File: config.mk
export PLATFORM = sky130hd
export DESIGN_NAME = decode_stage_flat
export DESIGN_NICKNAME = d
export VERILOG_FILES = /design/src/rtl/decode_stage_pkg.sv /design/src/rtl/decode_stage_if.sv /design/src/rtl/decode_stage_control_decoder.sv /design/src/rtl/decode_stage.sv /design/src/flat_wrapper.sv
export SDC_FILE = /design/constraint.sdc
export NUM_CORES = 1
export LEC_CHECK = 0
export CAP_MARGIN = 25
export CELL_PAD_IN_SITES_DETAIL_PLACEMENT = 0
export CELL_PAD_IN_SITES_GLOBAL_PLACEMENT = 2
export CORE_UTILIZATION = 22
export DETAILED_ROUTE_END_ITERATION = 6
export MAX_ROUTING_LAYER = met4
export PLACE_DENSITY_LB_ADDON = 0.1
export REMOVE_ABC_BUFFERS = 1
export SETUP_SLACK_MARGIN = 0.02
export SKIP_LAST_GASP = 1
export SLEW_MARGIN = 0
export SYNTH_ARGS = -nofsm -noshare
export SYNTH_HDL_FRONTEND = slang
export SYNTH_SLANG_ARGS = --single-unit
File: constraint.sdc
create_clock -name clk -period 4.66 [get_ports clk]
set_input_delay 1.398 -clock clk [delete_from_list [all_inputs] [get_ports clk]]
set_output_delay 1.398 -clock clk [all_outputs]
set_load 0.02 [all_outputs]
File: src/rtl/decode_stage_pkg.sv
// rtl/decode_stage_pkg.sv - shared cpu constants: widths, opcodes, aluOp codes, control bundle
package decode_stage_pkg;

    localparam int XLEN_DEF = 32;
    localparam int RA_W_DEF = 5;

    typedef enum logic [5:0] {
        OP_RTYPE = 6'h00,
        OP_BEQ   = 6'h04,
        OP_ADDI  = 6'h08,
        OP_LW    = 6'h23,
        OP_SW    = 6'h2B
    } opcode_e;

    localparam logic [1:0] ALUOP_ADD   = 2'b00;
    localparam logic [1:0] ALUOP_SUB   = 2'b01;
    localparam logic [1:0] ALUOP_FUNCT = 2'b10;

    typedef struct packed {
        logic       reg_write;
        logic       mem_read;
        logic       mem_write;
        logic       alu_src;
        logic       branch;
        logic [1:0] alu_op;
    } ctrl_t;

    localparam ctrl_t CTRL_NOP = '0;

    function automatic logic is_opcode(input logic [5:0] field, input opcode_e op);
        return field == op;
    endfunction

endpackage

File: src/rtl/decode_stage_if.sv
// rtl/decode_stage_if.sv - IF/ID slot, register file read port and ID/EX outputs of the decode stage
interface decode_stage_if #(
    parameter int XLEN = 32,
    parameter int RA_W = 5
);
    logic            in_valid;
    logic [XLEN-1:0] in_instr;
    logic [XLEN-1:0] in_pc;
    logic            flush;

    logic [RA_W-1:0] addressA;
    logic [RA_W-1:0] addressB;
    logic [XLEN-1:0] dataA;
    logic [XLEN-1:0] dataB;

    logic            stall;

    logic            out_valid;
    logic [XLEN-1:0] out_pc;
    logic [XLEN-1:0] out_rsData;
    logic [XLEN-1:0] out_rtData;
    logic [XLEN-1:0] out_imm;
    logic [RA_W-1:0] out_rs;
    logic [RA_W-1:0] out_rt;
    logic [RA_W-1:0] out_dest;
    logic            out_regWrite;
    logic            out_memRead;
    logic            out_memWrite;
    logic            out_aluSrc;
    logic            out_branch;
    logic [1:0]      out_aluOp;

    modport slave (
        input  in_valid, in_instr, in_pc, flush, dataA, dataB,
        output addressA, addressB, stall,
        output out_valid, out_pc, out_rsData, out_rtData, out_imm,
        output out_rs, out_rt, out_dest,
        output out_regWrite, out_memRead, out_memWrite, out_aluSrc, out_branch, out_aluOp
    );

    modport master (
        output in_valid, in_instr, in_pc, flush, dataA, dataB,
        input  addressA, addressB, stall,
        input  out_valid, out_pc, out_rsData, out_rtData, out_imm,
        input  out_rs, out_rt, out_dest,
        input  out_regWrite, out_memRead, out_memWrite, out_aluSrc, out_branch, out_aluOp
    );

endinterface

File: src/rtl/decode_stage_control_decoder.sv
// rtl/decode_stage_control_decoder.sv - opcode to control bits, source-use flags and destination select
module control_decoder
    import decode_stage_pkg::*;
#(
    parameter int RA_W = RA_W_DEF
) (
    input  logic [5:0]      opcode,
    input  logic [RA_W-1:0] rt,
    input  logic [RA_W-1:0] rd,
    output ctrl_t           ctrl,
    output logic            use_rs,
    output logic            use_rt,
    output logic [RA_W-1:0] dest
);

    always_comb begin
        ctrl   = CTRL_NOP;
        use_rs = 1'b0;
        use_rt = 1'b0;
        dest   = '0;
        if (is_opcode(opcode, OP_RTYPE)) begin
            ctrl.reg_write = 1'b1;
            ctrl.alu_op    = ALUOP_FUNCT;
            use_rs         = 1'b1;
            use_rt         = 1'b1;
            dest           = rd;
        end else if (is_opcode(opcode, OP_LW)) begin
            ctrl.reg_write = 1'b1;
            ctrl.mem_read  = 1'b1;
            ctrl.alu_src   = 1'b1;
            ctrl.alu_op    = ALUOP_ADD;
            use_rs         = 1'b1;
            dest           = rt;
        end else if (is_opcode(opcode, OP_SW)) begin
            ctrl.mem_write = 1'b1;
            ctrl.alu_src   = 1'b1;
            ctrl.alu_op    = ALUOP_ADD;
            use_rs         = 1'b1;
            use_rt         = 1'b1;
        end else if (is_opcode(opcode, OP_BEQ)) begin
            ctrl.branch    = 1'b1;
            ctrl.alu_op    = ALUOP_SUB;
            use_rs         = 1'b1;
            use_rt         = 1'b1;
        end else if (is_opcode(opcode, OP_ADDI)) begin
            ctrl.reg_write = 1'b1;
            ctrl.alu_src   = 1'b1;
            ctrl.alu_op    = ALUOP_ADD;
            use_rs         = 1'b1;
            dest           = rt;
        end
        // r0 is hardwired to zero, so a write to it is dropped here once for all consumers
        if (dest == '0) begin
            ctrl.reg_write = 1'b0;
        end
    end

endmodule

File: src/rtl/decode_stage.sv
// rtl/decode_stage.sv - instruction decode with load-use hazard detection and the ID/EX register
module decode_stage
    import decode_stage_pkg::*;
#(
    parameter int XLEN = XLEN_DEF,
    parameter int RA_W = RA_W_DEF
) (
    input  logic           clk,
    input  logic           rst,
    decode_stage_if.slave  bus
);

    logic [5:0]      opcode;
    logic [RA_W-1:0] rs;
    logic [RA_W-1:0] rt;
    logic [RA_W-1:0] rd;
    logic [XLEN-1:0] imm_ext;

    assign opcode  = bus.in_instr[31:26];
    assign rs      = bus.in_instr[21 +: RA_W];
    assign rt      = bus.in_instr[16 +: RA_W];
    assign rd      = bus.in_instr[11 +: RA_W];
    assign imm_ext = {{(XLEN-16){bus.in_instr[15]}}, bus.in_instr[15:0]};

    assign bus.addressA = rs;
    assign bus.addressB = rt;

    ctrl_t           dec_ctrl;
    logic            use_rs;
    logic            use_rt;
    logic [RA_W-1:0] dec_dest;

    control_decoder #(.RA_W(RA_W)) u_control_decoder (
        .opcode (opcode),
        .rt     (rt),
        .rd     (rd),
        .ctrl   (dec_ctrl),
        .use_rs (use_rs),
        .use_rt (use_rt),
        .dest   (dec_dest)
    );

    logic            idex_valid;
    ctrl_t           idex_ctrl;
    logic [XLEN-1:0] idex_pc;
    logic [XLEN-1:0] idex_rs_data;
    logic [XLEN-1:0] idex_rt_data;
    logic [XLEN-1:0] idex_imm;
    logic [RA_W-1:0] idex_rs;
    logic [RA_W-1:0] idex_rt;
    logic [RA_W-1:0] idex_dest;

    logic load_use;
    logic stall;
    logic bubble;

    // A load in EX cannot forward its data in time, so the dependent instruction waits one cycle
    assign load_use = idex_valid && idex_ctrl.mem_read && (idex_dest != '0) && bus.in_valid &&
                      ((use_rs && (rs == idex_dest)) || (use_rt && (rt == idex_dest)));
    assign stall    = load_use && !bus.flush;
    assign bubble   = bus.flush || stall || !bus.in_valid;

    assign bus.stall = stall;

    always_ff @(posedge clk) begin
        if (!rst || bubble) begin
            idex_valid   <= 1'b0;
            idex_ctrl    <= CTRL_NOP;
            idex_pc      <= '0;
            idex_rs_data <= '0;
            idex_rt_data <= '0;
            idex_imm     <= '0;
            idex_rs      <= '0;
            idex_rt      <= '0;
            idex_dest    <= '0;
        end else begin
            idex_valid   <= 1'b1;
            idex_ctrl    <= dec_ctrl;
            idex_pc      <= bus.in_pc;
            idex_rs_data <= bus.dataA;
            idex_rt_data <= bus.dataB;
            idex_imm     <= imm_ext;
            idex_rs      <= rs;
            idex_rt      <= rt;
            idex_dest    <= dec_dest;
        end
    end

    assign bus.out_valid    = idex_valid;
    assign bus.out_pc       = idex_pc;
    assign bus.out_rsData   = idex_rs_data;
    assign bus.out_rtData   = idex_rt_data;
    assign bus.out_imm      = idex_imm;
    assign bus.out_rs       = idex_rs;
    assign bus.out_rt       = idex_rt;
    assign bus.out_dest     = idex_dest;
    assign bus.out_regWrite = idex_ctrl.reg_write;
    assign bus.out_memRead  = idex_ctrl.mem_read;
    assign bus.out_memWrite = idex_ctrl.mem_write;
    assign bus.out_aluSrc   = idex_ctrl.alu_src;
    assign bus.out_branch   = idex_ctrl.branch;
    assign bus.out_aluOp    = idex_ctrl.alu_op;

endmodule

File: src/flat_wrapper.sv
// flat-port wrapper written by rule: the top's interface ports become plain ports
module decode_stage_flat import decode_stage_pkg::*;
#(
    parameter int XLEN = XLEN_DEF,
    parameter int RA_W = RA_W_DEF
)
  (clk, rst, bus_in_valid, bus_in_instr, bus_in_pc, bus_flush, bus_dataA, bus_dataB, bus_addressA, bus_addressB, bus_stall, bus_out_valid, bus_out_pc, bus_out_rsData, bus_out_rtData, bus_out_imm, bus_out_rs, bus_out_rt, bus_out_dest, bus_out_regWrite, bus_out_memRead, bus_out_memWrite, bus_out_aluSrc, bus_out_branch, bus_out_aluOp);
  decode_stage_if #(.XLEN(XLEN), .RA_W(RA_W)) bus_i ();
  input  logic clk;
  input  logic rst;
  input wire logic [$bits(bus_i.in_valid)-1:0] bus_in_valid;
  input wire logic [$bits(bus_i.in_instr)-1:0] bus_in_instr;
  input wire logic [$bits(bus_i.in_pc)-1:0] bus_in_pc;
  input wire logic [$bits(bus_i.flush)-1:0] bus_flush;
  input wire logic [$bits(bus_i.dataA)-1:0] bus_dataA;
  input wire logic [$bits(bus_i.dataB)-1:0] bus_dataB;
  output wire logic [$bits(bus_i.addressA)-1:0] bus_addressA;
  output wire logic [$bits(bus_i.addressB)-1:0] bus_addressB;
  output wire logic [$bits(bus_i.stall)-1:0] bus_stall;
  output wire logic [$bits(bus_i.out_valid)-1:0] bus_out_valid;
  output wire logic [$bits(bus_i.out_pc)-1:0] bus_out_pc;
  output wire logic [$bits(bus_i.out_rsData)-1:0] bus_out_rsData;
  output wire logic [$bits(bus_i.out_rtData)-1:0] bus_out_rtData;
  output wire logic [$bits(bus_i.out_imm)-1:0] bus_out_imm;
  output wire logic [$bits(bus_i.out_rs)-1:0] bus_out_rs;
  output wire logic [$bits(bus_i.out_rt)-1:0] bus_out_rt;
  output wire logic [$bits(bus_i.out_dest)-1:0] bus_out_dest;
  output wire logic [$bits(bus_i.out_regWrite)-1:0] bus_out_regWrite;
  output wire logic [$bits(bus_i.out_memRead)-1:0] bus_out_memRead;
  output wire logic [$bits(bus_i.out_memWrite)-1:0] bus_out_memWrite;
  output wire logic [$bits(bus_i.out_aluSrc)-1:0] bus_out_aluSrc;
  output wire logic [$bits(bus_i.out_branch)-1:0] bus_out_branch;
  output wire logic [$bits(bus_i.out_aluOp)-1:0] bus_out_aluOp;
  assign bus_i.in_valid = bus_in_valid;
  assign bus_i.in_instr = bus_in_instr;
  assign bus_i.in_pc = bus_in_pc;
  assign bus_i.flush = bus_flush;
  assign bus_i.dataA = bus_dataA;
  assign bus_i.dataB = bus_dataB;
  assign bus_addressA = bus_i.addressA;
  assign bus_addressB = bus_i.addressB;
  assign bus_stall = bus_i.stall;
  assign bus_out_valid = bus_i.out_valid;
  assign bus_out_pc = bus_i.out_pc;
  assign bus_out_rsData = bus_i.out_rsData;
  assign bus_out_rtData = bus_i.out_rtData;
  assign bus_out_imm = bus_i.out_imm;
  assign bus_out_rs = bus_i.out_rs;
  assign bus_out_rt = bus_i.out_rt;
  assign bus_out_dest = bus_i.out_dest;
  assign bus_out_regWrite = bus_i.out_regWrite;
  assign bus_out_memRead = bus_i.out_memRead;
  assign bus_out_memWrite = bus_i.out_memWrite;
  assign bus_out_aluSrc = bus_i.out_aluSrc;
  assign bus_out_branch = bus_i.out_branch;
  assign bus_out_aluOp = bus_i.out_aluOp;
  decode_stage #(.XLEN(XLEN), .RA_W(RA_W)) u_core (.clk(clk), .rst(rst), .bus(bus_i));
endmodule
After elaboration in Yosys (flattened, before gate mapping)
Index checks and enable logic that the tools add are counted.

operators by class
  equality and inequality tests = 6
  multiplexer cells = 27
  reduce and logical (&&, ||, !) cells = 21

operators with widths
  operator                                                                number
  5-bit two-way mux                                                       5
  1-bit two-way mux                                                       21
  6-bit equality test (second input constant)                             2
  5-bit equality test                                                     2
  1-bit logical AND                                                       7
  6-bit by 3-bit equality test with 1-bit output (second input constant)  1
  6-bit by 4-bit equality test with 1-bit output (second input constant)  1
  6-bit zero test                                                         1
  5-bit zero test                                                         1
  5-bit nonzero test                                                      1
  1-bit logical OR                                                        4
  2-bit OR reduction                                                      2
  4-bit OR reduction                                                      1
  1-bit zero test                                                         3
  3-bit OR reduction                                                      1
  2-bit two-way mux                                                       1

word-level totals
  register bits = 135
  output and inout port bits = 162
  word-level logic and storage cells = 69

Depth between registers and ports, before layout
  word-level depth = 14
  mapped depth = 8

Modules after synthesis
A second synthesis with hierarchy kept.

second synthesis, totals
  cells, all modules = 552
  area total of the unflattened synthesis = 5,147.4 sq um

modules (own cells, without submodules)
  module           instances  cells each  area each (sq um)
  decode_stage     1          512         4,878.4
  control_decoder  1          40          269.0

Least setup slack after synthesis
OpenSTA, ideal clock, no wires.

  kind = input-to-output
  from = in bus_in_instr[29]
  to = out bus_stall
  arrival time = 2.466 ns
  data required time = 3.262 ns
  path slack = 0.796 ns
  stages on the path = 5
  buffers on the path = 1
  path through = buf_2 nor4_1 a21oi_1 nand4b_1 a21oi_1

between the ends
  cells in the longest elaborated chain, start to end = 10
  elaborated cells between the ends (all ways) = 19

ends and longest elaborated chain
  element                                         line                                text
  start: declaration                              flat_wrapper.sv:12                  input wire logic [$bits(bus_i.in_instr)-1:0] bus_in_instr;
  6-bit by 4-bit equality test with 1-bit output  decode_stage_pkg.sv:31              return field == op;
  1-bit two-way mux                               decode_stage_control_decoder.sv:45  end else if (is_opcode(opcode, OP_ADDI)) begin
  1-bit two-way mux                               decode_stage_control_decoder.sv:40  end else if (is_opcode(opcode, OP_BEQ)) begin
  1-bit two-way mux                               decode_stage_control_decoder.sv:34  end else if (is_opcode(opcode, OP_SW)) begin
  1-bit two-way mux                               decode_stage_control_decoder.sv:27  end else if (is_opcode(opcode, OP_LW)) begin
  1-bit two-way mux                               decode_stage_control_decoder.sv:21  if (is_opcode(opcode, OP_RTYPE)) begin
  1-bit logical AND                               decode_stage.sv:59                  ((use_rs && (rs == idex_dest)) || (use_rt && (rt == idex_dest)));
  1-bit logical OR *                              decode_stage.sv:59
  1-bit logical AND *                             decode_stage.sv:58                  assign load_use = idex_valid && idex_ctrl.mem_read && (idex_dest != '0) && bus.in_valid &&
  1-bit logical AND *                             decode_stage.sv:60                  assign stall = load_use && !bus.flush;
  end: declaration                                flat_wrapper.sv:19                  output wire logic [$bits(bus_i.stall)-1:0] bus_stall;

Every way passes the cells marked *; elsewhere a longest branch is shown, timed or not.

Final worst setup path
  from = in bus_in_instr[31]
  to = out bus_stall

Same word-level chain as after synthesis.

==> flow_summary.ini <==
[route]
num_vias = 3382
routedWlPerCell_um = 14.0
wirelength_um = 12900
drc = 0
ant_nets = 0
first_pass_iters = 4
drt_iter0_drc = 50
vias_per_cell = 3.68

[die]
die_h_um = 144
die_area_um2 = 20700
core_um2 = 19600
pin_count = 294
fp-row-count = 51
initial_core_util_pct = 22.6
die_width_um = 144

[yosys]
yosysMostFrequentCell = dfxtp_1
synth_seq_area_share_pct = 60.7
synth_flop_cell = dfxtp_1
synth_compound_area_share_pct = 2.07
syn-instance-count = 355
synth_top_family_by_area = simple AND/OR/NAND/NOR gates
synth_largest_area_cell = dfxtp_1
synth-simple-area-share_pct = 27.1
netlist_area_um2 = 4420
ys_seq_elements = 134
async_flop_share_pct = 0
synth_top_area_share_pct = 60.7
synth-edff-count = 0
synth.avg_cell_area_um2 = 12.5
synth.area.mux_share_pct = 0.226
synth_xor_area_share_pct = 1.98
synthAdderAreaFrac_pct = 0
synth_cell_types = 27
ys_top_cells_by_area = dfxtp_1 (61%), and2_4 (18%), and2_1 (4.7%)
synth.top_cells.by_count = dfxtp_1 (134), and2_4 (90), and2_1 (33), buf_4 (27), buf_6 (12)
synth_warnings = 0

[clock_tree]
post_cts_resized = 1
clk_pin_slew_ps = 60
cts_sinks = 134
tritoncts = done
cts_setup_buffers = 0
cts_max_level = 4
clock-root-buffer = clkbuf_16
hold_buffers = 0
cts_buffers = 17
clock_latency_ps = 410
cts_buffer_depth = 2

[timing]
period_needed_ps = 4500
fmax_mhz = 222
timing.hold.ws_ps = 1050
hold_violations = 0
rsz0062_at_grt = false
relSlewSlack_pct = 51.0
setup_viol = 0
finalCritPeriodShare_pct = 96.5
worst_pin_slew_ps = 730
drv_slew = 0
fin_worst_skew_ps = 7.46

[min_path]
hp-class = register to register

[power_and_ir_drop]
netSwitchingPower_uw = 651
clkPwrFrac_pct = 48.3
p_leak_uw = 0.00318
p_comb_share_pct = 10.7
cellPowerDensity_nw_per_um2 = 357
p_sw_share_pct = 22.5
p_int_uw = 2230
vdd_drop_max_v = 0.000221
power_frac_seq_pct = 41.0

[place]
place_congestion = 0.783
dp_cells = 887
portBuffers = 293
hpwl_um = 9640

[final_layout]
regArea_um2 = 2680
fin_nets = 773
syn_to_final_growth_pct = 83.0
fillers = 1927
n_antenna_cell = 0
multi_input_area_um2 = 1390
finalNonFillerCells = 919
drive_above_1_share_pct = 21.4

[flow_run]
cap_violations = 0

[setup_path]
arrival_ps = 3100
max_stage_delay_ps = 470
regToRegSetupSlack_ps = 2570
critPathKind = primary input to primary output
critical_path_depth = 6
cp_common_cell = a21oi_1
worst-path-max-fanout = 5
worstSetupEndpoint = bus_stall
path_cells = clkdlybuf4s50_1 > or3_4 > a21oi_1 > o2111ai_1 > a21oi_1 > dlygate4sd2_1
path_buf_inv = 2
start_kind = primary input
cp.required_ps = 3260
r2r_cells = 7
cp-startpoint = bus_in_instr[31]
reg2reg_to = u_core.bus.out_rtData[1]$_SDFF_PP0_
cpLargestDelayFamily = buffers and inverters
r2r_start = u_core.bus.out_dest[1]$_SDFF_PP0_
end_kind = primary output
worst_path_max_delay_cell = clkdlybuf4s50_1

[grt]
met1_usage_pct = 14.0
grt_pass1_wl_um = 18200
antenna_found_initial = 0
grt_max_degree = 51
grt_overflow = 0
grt_pass1_vias = 3194
met3_usage_pct = 4.67
busiest_layer = met2
grt_use_met2_pct = 19.7
gr-usage-all-layers_pct = 12.5

[outcome]
status = finished clean
## power groups by stage
| stage | combinational (uW) | clock, uW | sequential (uW) |
|---|---|---|---|
| floorplan | 52.9 | 0 | 1250 |
| global placement | 312 | 0 | 1210 |
| detailed placement | 312 | 0 | 1210 |
| CTS | 314 | 1440 | 1180 |
| global route | 328 | 1500 | 1180 |
| finish | 309 | 1390 | 1180 |
## metrics by stage
step | worst slack, ps | instance area, um2 | utilization (%) | setup TNS [ps] | total power [uW]
after floorplan | 277 | 4070 | - | 0 | 1300
after global placement | -75.4 | 7480 | 38.2 | -75.4 | 1520
after detailed placement | -109 | 7480 | 38.2 | -109 | 1520
after CTS | 161 | 8090 | 41.3 | 0 | 2940
after global routing | 39.0 | 8090 | 41.3 | 0 | 3010
final | 164 | 8090 | 41.3 | 0 | 2890
## state kept, by name, summed over array words and instances, names as in the netlist
name                     count
u_core.bus.out_aluSrc        1
u_core.bus.out_aluOp         2
u_core.bus.out_rt            5
u_core.bus.out_rtData       32
u_core.bus.out_rs            5
u_core.bus.out_memRead       1
u_core.bus.out_valid         1
u_core.bus.out_pc           32
u_core.bus.out_rsData       32
u_core.bus.out_regWrite      1
u_core.bus.out_dest          5
u_core.bus.out_memWrite      1
u_core.bus.out_imm          16
## worst min-delay path, cell delays in order (launching register included)
cell and delay (ps):
dfxtp_1 320, nand4b_1 100, a21oi_1 60, o2111ai_1 90, buf_4 120, nand2_1 110, nor3_1 200
## area by class of cell
cell class,count,area share [%]
Clock inverter,13,2.09
Multi-Input combinational cell,179,17.2
Clock buffer,19,5.47
Sequential cell,134,33.1
Tap cell,265,4.10
Timing Repair Buffer,309,38.0
## cells by family after synthesis
kind of cell / count (synthesis)
AO/OA/AOI/OAI: 14
XOR/XNOR: 10
buffers and inverters: 42
flip-flops: 134
multiplexers: 1
AND/OR/NAND/NOR: 154
## how the worst min path moves through the flow
stage	cells past startpoint	end	from	slack (ps)
after detailed placement	6	u_core.bus.out_dest[2]$_SDFF_PP0_	u_core.bus.out_memRead$_SDFF_PP0_	1020
after floorplan	5	u_core.bus.out_dest[0]$_SDFF_PP0_	u_core.bus.out_memRead$_SDFF_PP0_	920
after global routing	6	u_core.bus.out_dest[4]$_SDFF_PP0_	u_core.bus.out_memRead$_SDFF_PP0_	1130
after global placement	6	u_core.bus.out_dest[4]$_SDFF_PP0_	u_core.bus.out_memRead$_SDFF_PP0_	1010
after CTS	6	u_core.bus.out_dest[2]$_SDFF_PP0_	u_core.bus.out_memRead$_SDFF_PP0_	1040
final	6	u_core.bus.out_dest[4]$_SDFF_PP0_	u_core.bus.out_memRead$_SDFF_PP0_	1050
## layout by cell type (no fill, tap or decap), drive strengths merged, types with 2 or more instances in the layout
cell type / netlist / final
nor2: 5 / 5
clkinv: 0 / 2
nand4b: 2 / 2
dfxtp: 134 / 134
clkdlybuf4s50: 0 / 292
a21oi: 5 / 5
a22oi: 5 / 5
nor3: 11 / 11
buf: 42 / 16
bufinv: 0 / 3
and4b: 3 / 3
xor2: 10 / 10
clkbuf: 0 / 19
and3b: 2 / 2
and2: 123 / 123
clkinvlp: 0 / 4
inv: 0 / 4
nor4: 2 / 2
## routing by layer
layer / vias up / share of wire [%]
met3: 10 / 10
met5: - / 0
met1: 1500 / 42
met2: 197 / 47
met4: 0 / 0.92
li1: 1675 / -
No activity file was read; power rests on OpenSTA's default activity.
==> variant (same settings) <==
Set the package constant `XLEN_DEF` to 64 (it was 32).
--- a/src/rtl/decode_stage_pkg.sv
+++ b/src/rtl/decode_stage_pkg.sv
@@ -2,5 +2,5 @@
 package decode_stage_pkg;
 
-    localparam int XLEN_DEF = 32;
+    localparam int XLEN_DEF = 64;
     localparam int RA_W_DEF = 5;
 
Ports: changed (8 resized); port bits go from 294 to 550. No check against the original RTL was run, so the function may have changed too.
==> variant against the original RTL <==
Final area rose by 62%. Sequential cell count up 96. Total power grew 61%. Wire length up 100%. Synthesized area is 60% higher. Worst setup slack better by 0.00082 ns. Die area grew 59%. Core utilization increased by 0.16 points. Critical path type unchanged.
==> variant: results (changes against the original RTL) <==
- The run finished with clean final reports.
- The via count is 5581 (+65%).
- Signal routing reaches up to met4.
- The detail-routed via count per cell is 3.74 (+1.7%).
- By count the netlist is led by 230 x sky130_fd_sc_hd__dfxtp_1, 219 x sky130_fd_sc_hd__and2_1, 59 x sky130_fd_sc_hd__buf_4.
- The total number of yosys warnings is 0 (unchanged).
- The classification of the worst-slack hold path is reg -> reg.
- The share of synthesized registers carrying an async set or reset was 0% (unchanged).
- The reported leakage power is 5.09 nW (+60%).
- The CTS clock-pin slew for the worst setup and hold paths came to 0.06 ns (about the same).
- The fill cell instance count of the final layout is 3039 (+58%).
- The number of antenna violations at the first check in global routing was 4 (+4).
- The placer congestion estimate is 0.787 (+0.59%).
- The max capacitance violation total is 0 (unchanged).
- The number of detailed-route iterations in the first pass is 6 (+2).
- The cell area reported after detailed placement is 12200 um2 (+63%).
- The final layout net count was 1327 (+72%).
- The worst relative slew slack was 55.5% (+4.6 points).
- The violation count after the first detailed-route iteration is 144 (+190%).
- In this design, the stage delay of the slowest critical-path cell is 0.48 ns.
- The count of unique library cells instantiated by Yosys is 26 (-3.7%).
- The worst clock skew was 0.00992 ns (+0.00245 ns).
- The count of placed standard cells including taps is 1440 (+62%).
- The met3 wire length is 2.84 mm (+110%).
- The number of H-tree levels is 1 (-3).
- After synthesis, the cell types taking the most area are sky130_fd_sc_hd__dfxtp_1 65%, sky130_fd_sc_hd__and2_1 19%, sky130_fd_sc_hd__buf_4 6.2%.
- The maximum clock frequency is 0.222 GHz (about the same).
- The number of port buffers is 517 (+76%).
- The average wire per standard cell is 17.3 um (+24%).
- The power spent charging and discharging nets is 1.03 mW (+58%).
- The via count of the first global-routing pass is 5419 (+70%).
- The total clock buffers created by CTS is 27 (+10).
- The overall fraction of global-route tracks in use was 15.5% (+3.0 points).
- From synthesis to final layout, the design area changed by 85.0%.
- The insertion delay to the later sink of the worst-skew pair is 0.54 ns (+0.13 ns).
- The global-route wire length before repair is 36.3 mm (+99%).
- The fraction of layout instances using a drive strength above 1 is 5.90% (-16 points).
- The detailed-routed wire length on met2 was 13.8 mm (+130%).
- The worst-case clock buffer depth is 3 (+1).
- The pin count of the biggest net entering global routing came to 133 (+160%).
- The slack of the worst reg-to-reg path was 2.54 ns (-0.03 ns).
- The wire length on met1 was 8.49 mm (+58%).
- The detailed placer's ending HPWL came to 20.1 mm (+110%).
- The highest ir drop seen on vdd is 266 uV (+20%).
- The worst setup slack after placement is -0.138 ns (-0.0290 ns).
- The post-synthesis average cell area was 12.0 um2 (-3.5%).
- The sequential share of the synthesized area is 64.9% (+4.3 points).
## variant: cells by family after synthesis
family / count (synthesis) / share of synthesized area (%)
AOI/OAI and AO/OA: 14 / 1.34
xor gates and xnor gates: 10 / 1.24
buffers and inverters: 86 / 10.1
DFF: 230 / 64.9
muxes: 1 / 0.141
and+or+nand+nor: 249 / 22.3
## variant: final cells by class
class	instances	share of cell area, %
Sequential cell	230	35.1
Clock inverter	8	0.820
Antenna cell	4	0.0763
Tap cell	402	3.83
Clock buffer	39	6.03
Timing Repair Buffer	534	40.6
Multi-Input combinational cell	274	13.6
## variant: layer usage
layer  vias up  GRT usage [%]
met1      2493           14.0
li1       2728              -
met5         -              -
met2       320           29.0
met3        40           6.16
met4         0           5.63
## variant: final timing paths
| path | start | end | depth (start not counted) |
|---|---|---|---|
| setup / recovery | bus_in_instr[31] | bus_stall | 6 |
| hold / removal | u_core.bus.out_memRead$_SDFF_PP0_ | u_core.bus.out_rt[3]$_SDFF_PP0_ | 5 |
| setup reg to reg | u_core.bus.out_dest[2]$_SDFF_PP0_ | u_core.bus.out_rtData[7]$_SDFF_PP0_ | 7 |
| hold reg to reg | u_core.bus.out_memRead$_SDFF_PP0_ | u_core.bus.out_rt[3]$_SDFF_PP0_ | 5 |
## variant: critical path: cells and delay by family
family | cells | cell delay (ns)
compound gates | 3 | 0.43
buf+inv | 2 | 0.83
simple gates | 1 | 0.43
## variant: stage by stage
stage / hold slack (ns) / setup TNS (ns) / total power [mW]
3_5_place_dp: 1.09 / -0.138 / 2.57
4_1_cts: 1.10 / 0 / 4.74
2_1_floorplan: 1.52 / -174.22 / 2.21
5_1_grt: 1.17 / 0 / 4.84
3_3_place_gp: 1.08 / -0.113 / 2.57
6_report: 1.11 / 0 / 4.64
## variant: power groups by stage
stage	clock (mW)	combinational (mW)	sequential [mW]
3_3_place_gp	0	0.500	2.07
2_1_floorplan	0	0.0522	2.16
5_1_grt	2.29	0.525	2.03
3_5_place_dp	0	0.499	2.07
4_1_cts	2.21	0.502	2.03
6_report	2.12	0.493	2.03
